## src/rtl/mouse_pkg.sv

```systemverilog
// Shared types and constants for the mouse-pointer sprite controller.
// Sprite is 32x32 pixels, 2-bit palette codes, 4:4:4 colour.
package mouse_pkg;
  localparam int SPRITE_BITS = 5;
  localparam int DATA_WIDTH  = 2;
  localparam int COORD_WIDTH = 11;
  localparam int COLOR_WIDTH = 12;
  localparam int ADDR_WIDTH  = 2 * SPRITE_BITS;

  typedef logic [ADDR_WIDTH-1:0]  sprite_addr_t;
  typedef logic [DATA_WIDTH-1:0]  sprite_pix_t;
  typedef logic [COLOR_WIDTH-1:0] rgb_t;

  typedef enum logic [1:0] {
    IDLE,
    PEND,
    COMMIT
  } wr_state_t;
endpackage

```

## src/rtl/mouse_sprite_palette.sv

```systemverilog
// Sprite palette lookup: 2-bit pixel code to 12-bit colour.
// Code 0 is transparent and maps to black.
module mouse_sprite_palette
  import mouse_pkg::*;
#(
  parameter rgb_t PAL1 = 12'h000,
  parameter rgb_t PAL2 = 12'hFFF,
  parameter rgb_t PAL3 = 12'h888
) (
  input  sprite_pix_t i_code,
  output rgb_t        o_rgb
);

  // Four-entry colour table
  always_comb begin
    o_rgb = '0;
    unique case (i_code)
      2'd1:    o_rgb = PAL1;
      2'd2:    o_rgb = PAL2;
      2'd3:    o_rgb = PAL3;
      default: o_rgb = '0;
    endcase
  end

endmodule

```

## src/rtl/mouse_sprite_ctrl.sv

```systemverilog
// Mouse sprite controller: render read path, palette output and
// a vblank-deferred single-entry host write scheduler.
module mouse_sprite_ctrl
  import mouse_pkg::*;
#(
  parameter rgb_t PAL1 = 12'h000,
  parameter rgb_t PAL2 = 12'hFFF,
  parameter rgb_t PAL3 = 12'h888
) (
  input  logic                   clk,
  input  logic                   reset_n,
  input  logic [COORD_WIDTH-1:0] x,
  input  logic [COORD_WIDTH-1:0] y,
  input  logic                   frame_start,
  input  logic                   vblank,
  input  logic [COORD_WIDTH-1:0] pos_x,
  input  logic [COORD_WIDTH-1:0] pos_y,
  input  logic                   wr_valid,
  input  sprite_addr_t           wr_addr,
  input  sprite_pix_t            wr_data,
  output logic                   wr_ready,
  output logic                   ram_we,
  output sprite_addr_t           ram_addr_w,
  output sprite_pix_t            ram_din,
  output sprite_addr_t           ram_addr_r,
  input  sprite_pix_t            ram_dout,
  output rgb_t                   rgb_out,
  output logic                   rgb_en
);

  logic [COORD_WIDTH-1:0] r_lx;
  logic [COORD_WIDTH-1:0] r_ly;
  logic [COORD_WIDTH:0]   w_dx;
  logic [COORD_WIDTH:0]   w_dy;
  logic                   w_hit;
  logic                   r_hit_d1;
  logic                   r_hit_d2;
  sprite_addr_t           r_raddr;
  rgb_t                   w_pal;

  wr_state_t              r_state;
  logic                   r_wr_ready;
  logic                   r_ram_we;
  sprite_addr_t           r_waddr;
  sprite_pix_t            r_wdata;

  // One extra bit keeps the subtraction from wrapping
  assign w_dx = {1'b0, x} - {1'b0, r_lx};
  assign w_dy = {1'b0, y} - {1'b0, r_ly};

  // Offset below the sprite side means all upper bits are zero
  assign w_hit = (x >= r_lx)
              && (w_dx[COORD_WIDTH:SPRITE_BITS] == '0)
              && (y >= r_ly)
              && (w_dy[COORD_WIDTH:SPRITE_BITS] == '0)
              && !vblank;

  // Pointer position only moves at frame boundaries
  always_ff @(posedge clk) begin
    if (!reset_n) begin
      r_lx <= '0;
      r_ly <= '0;
    end else if (frame_start) begin
      r_lx <= pos_x;
      r_ly <= pos_y;
    end
  end

  // Stage 1: hit flag and RAM read address
  always_ff @(posedge clk) begin
    if (!reset_n) begin
      r_raddr  <= '0;
      r_hit_d1 <= 1'b0;
    end else begin
      r_raddr  <= {w_dy[SPRITE_BITS-1:0], w_dx[SPRITE_BITS-1:0]};
      r_hit_d1 <= w_hit;
    end
  end

  // Stage 2: align hit with the registered RAM data
  always_ff @(posedge clk) begin
    if (!reset_n) begin
      r_hit_d2 <= 1'b0;
    end else begin
      r_hit_d2 <= r_hit_d1;
    end
  end

  mouse_sprite_palette #(
    .PAL1 (PAL1),
    .PAL2 (PAL2),
    .PAL3 (PAL3)
  ) u_pal (
    .i_code (ram_dout),
    .o_rgb  (w_pal)
  );

  // Write scheduler: hold one host write until vblank
  always_ff @(posedge clk) begin
    if (!reset_n) begin
      r_state    <= IDLE;
      r_wr_ready <= 1'b0;
      r_ram_we   <= 1'b0;
      r_waddr    <= '0;
      r_wdata    <= '0;
    end else begin
      r_ram_we <= 1'b0;
      unique case (r_state)
        IDLE: begin
          r_wr_ready <= 1'b1;
          if (wr_valid && r_wr_ready) begin
            r_waddr    <= wr_addr;
            r_wdata    <= wr_data;
            r_wr_ready <= 1'b0;
            r_state    <= PEND;
          end
        end
        PEND: begin
          if (vblank) begin
            r_ram_we <= 1'b1;
            r_state  <= COMMIT;
          end
        end
        COMMIT: begin
          r_wr_ready <= 1'b1;
          r_state    <= IDLE;
        end
        default: r_state <= IDLE;
      endcase
    end
  end

  assign ram_addr_r = r_raddr;
  assign rgb_en     = r_hit_d2 && (ram_dout != '0);
  assign rgb_out    = rgb_en ? w_pal : '0;
  assign wr_ready   = r_wr_ready;
  assign ram_we     = r_ram_we;
  assign ram_addr_w = r_waddr;
  assign ram_din    = r_wdata;

endmodule

```

## config.mk

```make
export PLATFORM = sky130hd
export DESIGN_NAME = mouse_sprite_ctrl
export DESIGN_NICKNAME = d
export VERILOG_FILES = /design/src/rtl/mouse_pkg.sv /design/src/rtl/mouse_sprite_palette.sv /design/src/rtl/mouse_sprite_ctrl.sv
export SDC_FILE = /design/constraint.sdc
export NUM_CORES = 1
export LEC_CHECK = 0
export BUFFER_PORTS_ARGS = -buffer_cell sky130_fd_sc_hd__buf_2
export CAP_MARGIN = 5
export CELL_PAD_IN_SITES_DETAIL_PLACEMENT = 0
export CELL_PAD_IN_SITES_GLOBAL_PLACEMENT = 1
export CORE_ASPECT_RATIO = 0.9
export CORE_MARGIN = 1
export CORE_UTILIZATION = 39
export DETAILED_ROUTE_END_ITERATION = 12
export HOLD_SLACK_MARGIN = 0.05
export PLACE_DENSITY_LB_ADDON = 0.1
export SLEW_MARGIN = 10
export SYNTH_ARGS = -nofsm -noshare
export SYNTH_HDL_FRONTEND = slang
export SYNTH_SLANG_ARGS = --single-unit
```

## constraint.sdc

```tcl
create_clock -name clk -period 8.15 [get_ports clk]
set_input_delay 2.0375 -clock clk [delete_from_list [all_inputs] [get_ports clk]]
set_output_delay 2.0375 -clock clk [all_outputs]
set_load 0.01 [all_outputs]
```

==> results.cfg <==
[min_path]
hold_path_depth = 2
hp-class = flip-flop to flip-flop
hold-path-endpoint = ram_addr_w[8]$_SDFFE_PN0P_
hp-start = ram_addr_w[8]$_SDFFE_PN0P_

[worst_setup_path]
worst-r2r-cell-count = 10
path_max_fanout = 9
cp-end-kind = primary output
timing.rr.end = r_hit_d1$_SDFF_PN0_
crit_required_ns = 6.11
r2r_start = r_lx[8]$_SDFFE_PN0P_
crit_path_start_kind = input pin
path_class = input pin to primary output
r2r_slack_ns = 5.16
crit_arrival_ns = 2.83

[pwr]
power_frac_comb = 0.237
p_total_uw = 584
p_sw_uw = 170
power.internal_uw = 415
switching_share = 0.290
pwr-share-clk = 0.306
sequentialPowerShare = 0.456
vdd_drop_max_uv = 106
power.leakage_uw = 0.00164
pwr_density_cell_nw_per_um2 = 172

[yosys]
ys_warn_count = 0
synth-seq-area-share = 0.360
syn_avg_cell_area_um2 = 8.39
ys_ff_latch = 50
synth_enable_flop_cells = 0
syn_nets = 419
netlist-cell-type-count = 48
syn-cell-area_um2 = 2780
synth_ff_type = dfxtp_1
netlist_instances = 332
async_flop_share = 0

[floorplanning]
dieArea_um2 = 7480
die_h_um = 82.2
die_w_um = 91.1
ios = 100
design.core.area_um2 = 6730
rows = 28
start_util = 0.414

[timing]
fmax_mhz = 205
rsz0062_at_grt = no
slew-limit-headroom = 0.471
setup_viol = 0
clock-skew-final_ns = 0.00936
hold_viol_final = 0
min_period_ns = 4.87
tns_ns = 0
drv_slew = 0
fin_crit_sh = 0.597
tightest_slew_ns = 0.793

[place]
gp_congestion = 0.808
dpl.cell_count = 501
dp_hpwl_mm = 4.71
post_dp_cell_area_um2 = 3280
io_buffers = 99

[detailed_routing]
drc_errors = 0
drt-initial-drc-count = 90
vias = 2437
first_pass_iters = 4
finalWirelength_mm = 6.32
routedWlPerCell_um = 12.4
vias_per_cell = 4.79
detail-route-antenna-nets = 0

[cts]
ctsHoldBuffers = 0
root_buffer = clkbuf_8
insertion_delay_ns = 0.31
clk_pin_slew_worst_paths_ns = 0.10
htreeDepth = 2
ctsLongestPathBuffers = 2
numCtsBuffers = 5
clock-sinks = 50
tritoncts = yes
post_cts_resized = 0
postCtsSetupBuffers = 0

[grt]
antenna_found_initial = 0
grt_pass1_vias = 2179
grt_max_degree = 46
grt_pass1_wl_mm = 10.1
grt-ovfl-total = 0
grtUsageTotal = 0.170

[cells_and_area]
fin_cells = 509
syn_to_final_growth_pct = 21.8
finalInstanceArea_um2 = 3390
mostFrequentLayoutCells = buf_2, dfxtp_1, nor2_1
fin_nets = 505
fillCellCount = 711
antenna_cells = 0
final_common_cell = buf_2
layout-drive-gt1-share = 0.265

[outcome]
outcome = completed

[run]
drv_cap = 0
[flip-flops by register name, indices dropped and copies added (netlist names)]
signal	count
r_lx	11
ram_we	1
ram_addr_r	10
r_hit_d1	1
r_state	2
ram_addr_w	10
wr_ready	1
r_ly	11
r_hit_d2	1
ram_din	2
[critical path, stage by stage]
cell and delay (ns):
buf_2 0.08, and2_1 0.16, nor2b_1 0.35, buf_2 0.20
[power by group through the flow]
stage,Sequential [uW],Clock [uW],Combinational (uW)
finish,267,179,139
global route,269,193,157
CTS,267,185,140
detailed placement,272,0,138
global placement,272,0,138
floorplan,276,0,90.0
[synthesized netlist by cell type, drive strengths merged (2+ instances only)]
cell type  number  area, um^2
nor4b           2        17.5
a2111oi         2        17.5
nor4            2        18.8
clkbuf          8        30.0
mux2i          23         230
or3             3        18.8
nor2b           8        50.1
nand4           2        12.5
o22ai           2        12.5
or4             2        15.0
a31oi           2        12.5
nand2b          5        31.3
o211ai          3        22.5
o2111ai         2        17.5
fa              2        40.0
a21o            5        37.5
nand2          31         116
o21a            5        37.5
dfxtp          50        1000
ha             22         275
inv            32         120
o21ai           6        30.0
and3            2        12.5
and2            2        12.5
o31ai           2        15.0
buf            12        82.6
a21oi          23         115
xor2            5        43.8
o221ai          2        17.5
nor3            6        30.0
nor2           45         169
[through the flow]
stage | utilization | setup WS [ns] | hold WS (ns)
2_1_floorplan | - | 3.16 | 0.412
3_3_place_gp | 0.488 | 3.32 | 0.438
3_5_place_dp | 0.488 | 3.26 | 0.447
4_1_cts | 0.504 | 3.26 | 0.460
5_1_grt | 0.504 | 3.16 | 0.476
6_report | 0.504 | 3.28 | 0.455
[worst max-delay path by stage]
stage | from | end | slack [ns]
after global routing | ram_dout[1] | rgb_out[9] | 3.16
after global placement | ram_dout[1] | rgb_out[8] | 3.32
final | ram_dout[1] | rgb_out[6] | 3.28
after CTS | ram_dout[1] | rgb_out[6] | 3.26
after floorplan | ram_dout[1] | rgb_out[10] | 3.16
after detailed placement | ram_dout[1] | rgb_out[6] | 3.26
[cell families (layout without fill, tap and decap cells)]
group                      Yosys count  in the layout  synth area share
adders and majority gates           24             24             0.113
DFF                                 50             50             0.360
muxes                               23             23            0.0827
xor gates and xnor gates             5              5            0.0157
buffers and inverters               52            139            0.0836
and+or+nand+nor                    116            116             0.198
AOI/OAI and AO/OA                   62             62             0.147
[layer usage]
| layer | vias to the layer above | part of all wire | track usage |
|---|---|---|---|
| met5 | - | 0 | 0 |
| li1 | 1303 | - | - |
| met4 | 0 | 0.010 | 0.0524 |
| met2 | 75 | 0.42 | 0.261 |
| met1 | 1052 | 0.50 | 0.234 |
| met3 | 7 | 0.071 | 0.0458 |
[cell type report]
type / count / area, um^2 / share of cell area
Timing Repair Buffer: 99 / 495 / 0.146
Multi-Input combinational cell: 230 / 1550 / 0.457
Tap cell: 90 / 113 / 0.0332
Clock inverter: 3 / 43.8 / 0.0129
Clock buffer: 5 / 68.8 / 0.0203
Sequential cell: 50 / 1000 / 0.295
Inverter: 32 / 120 / 0.0354
No activity file was read; power rests on OpenSTA's default activity.
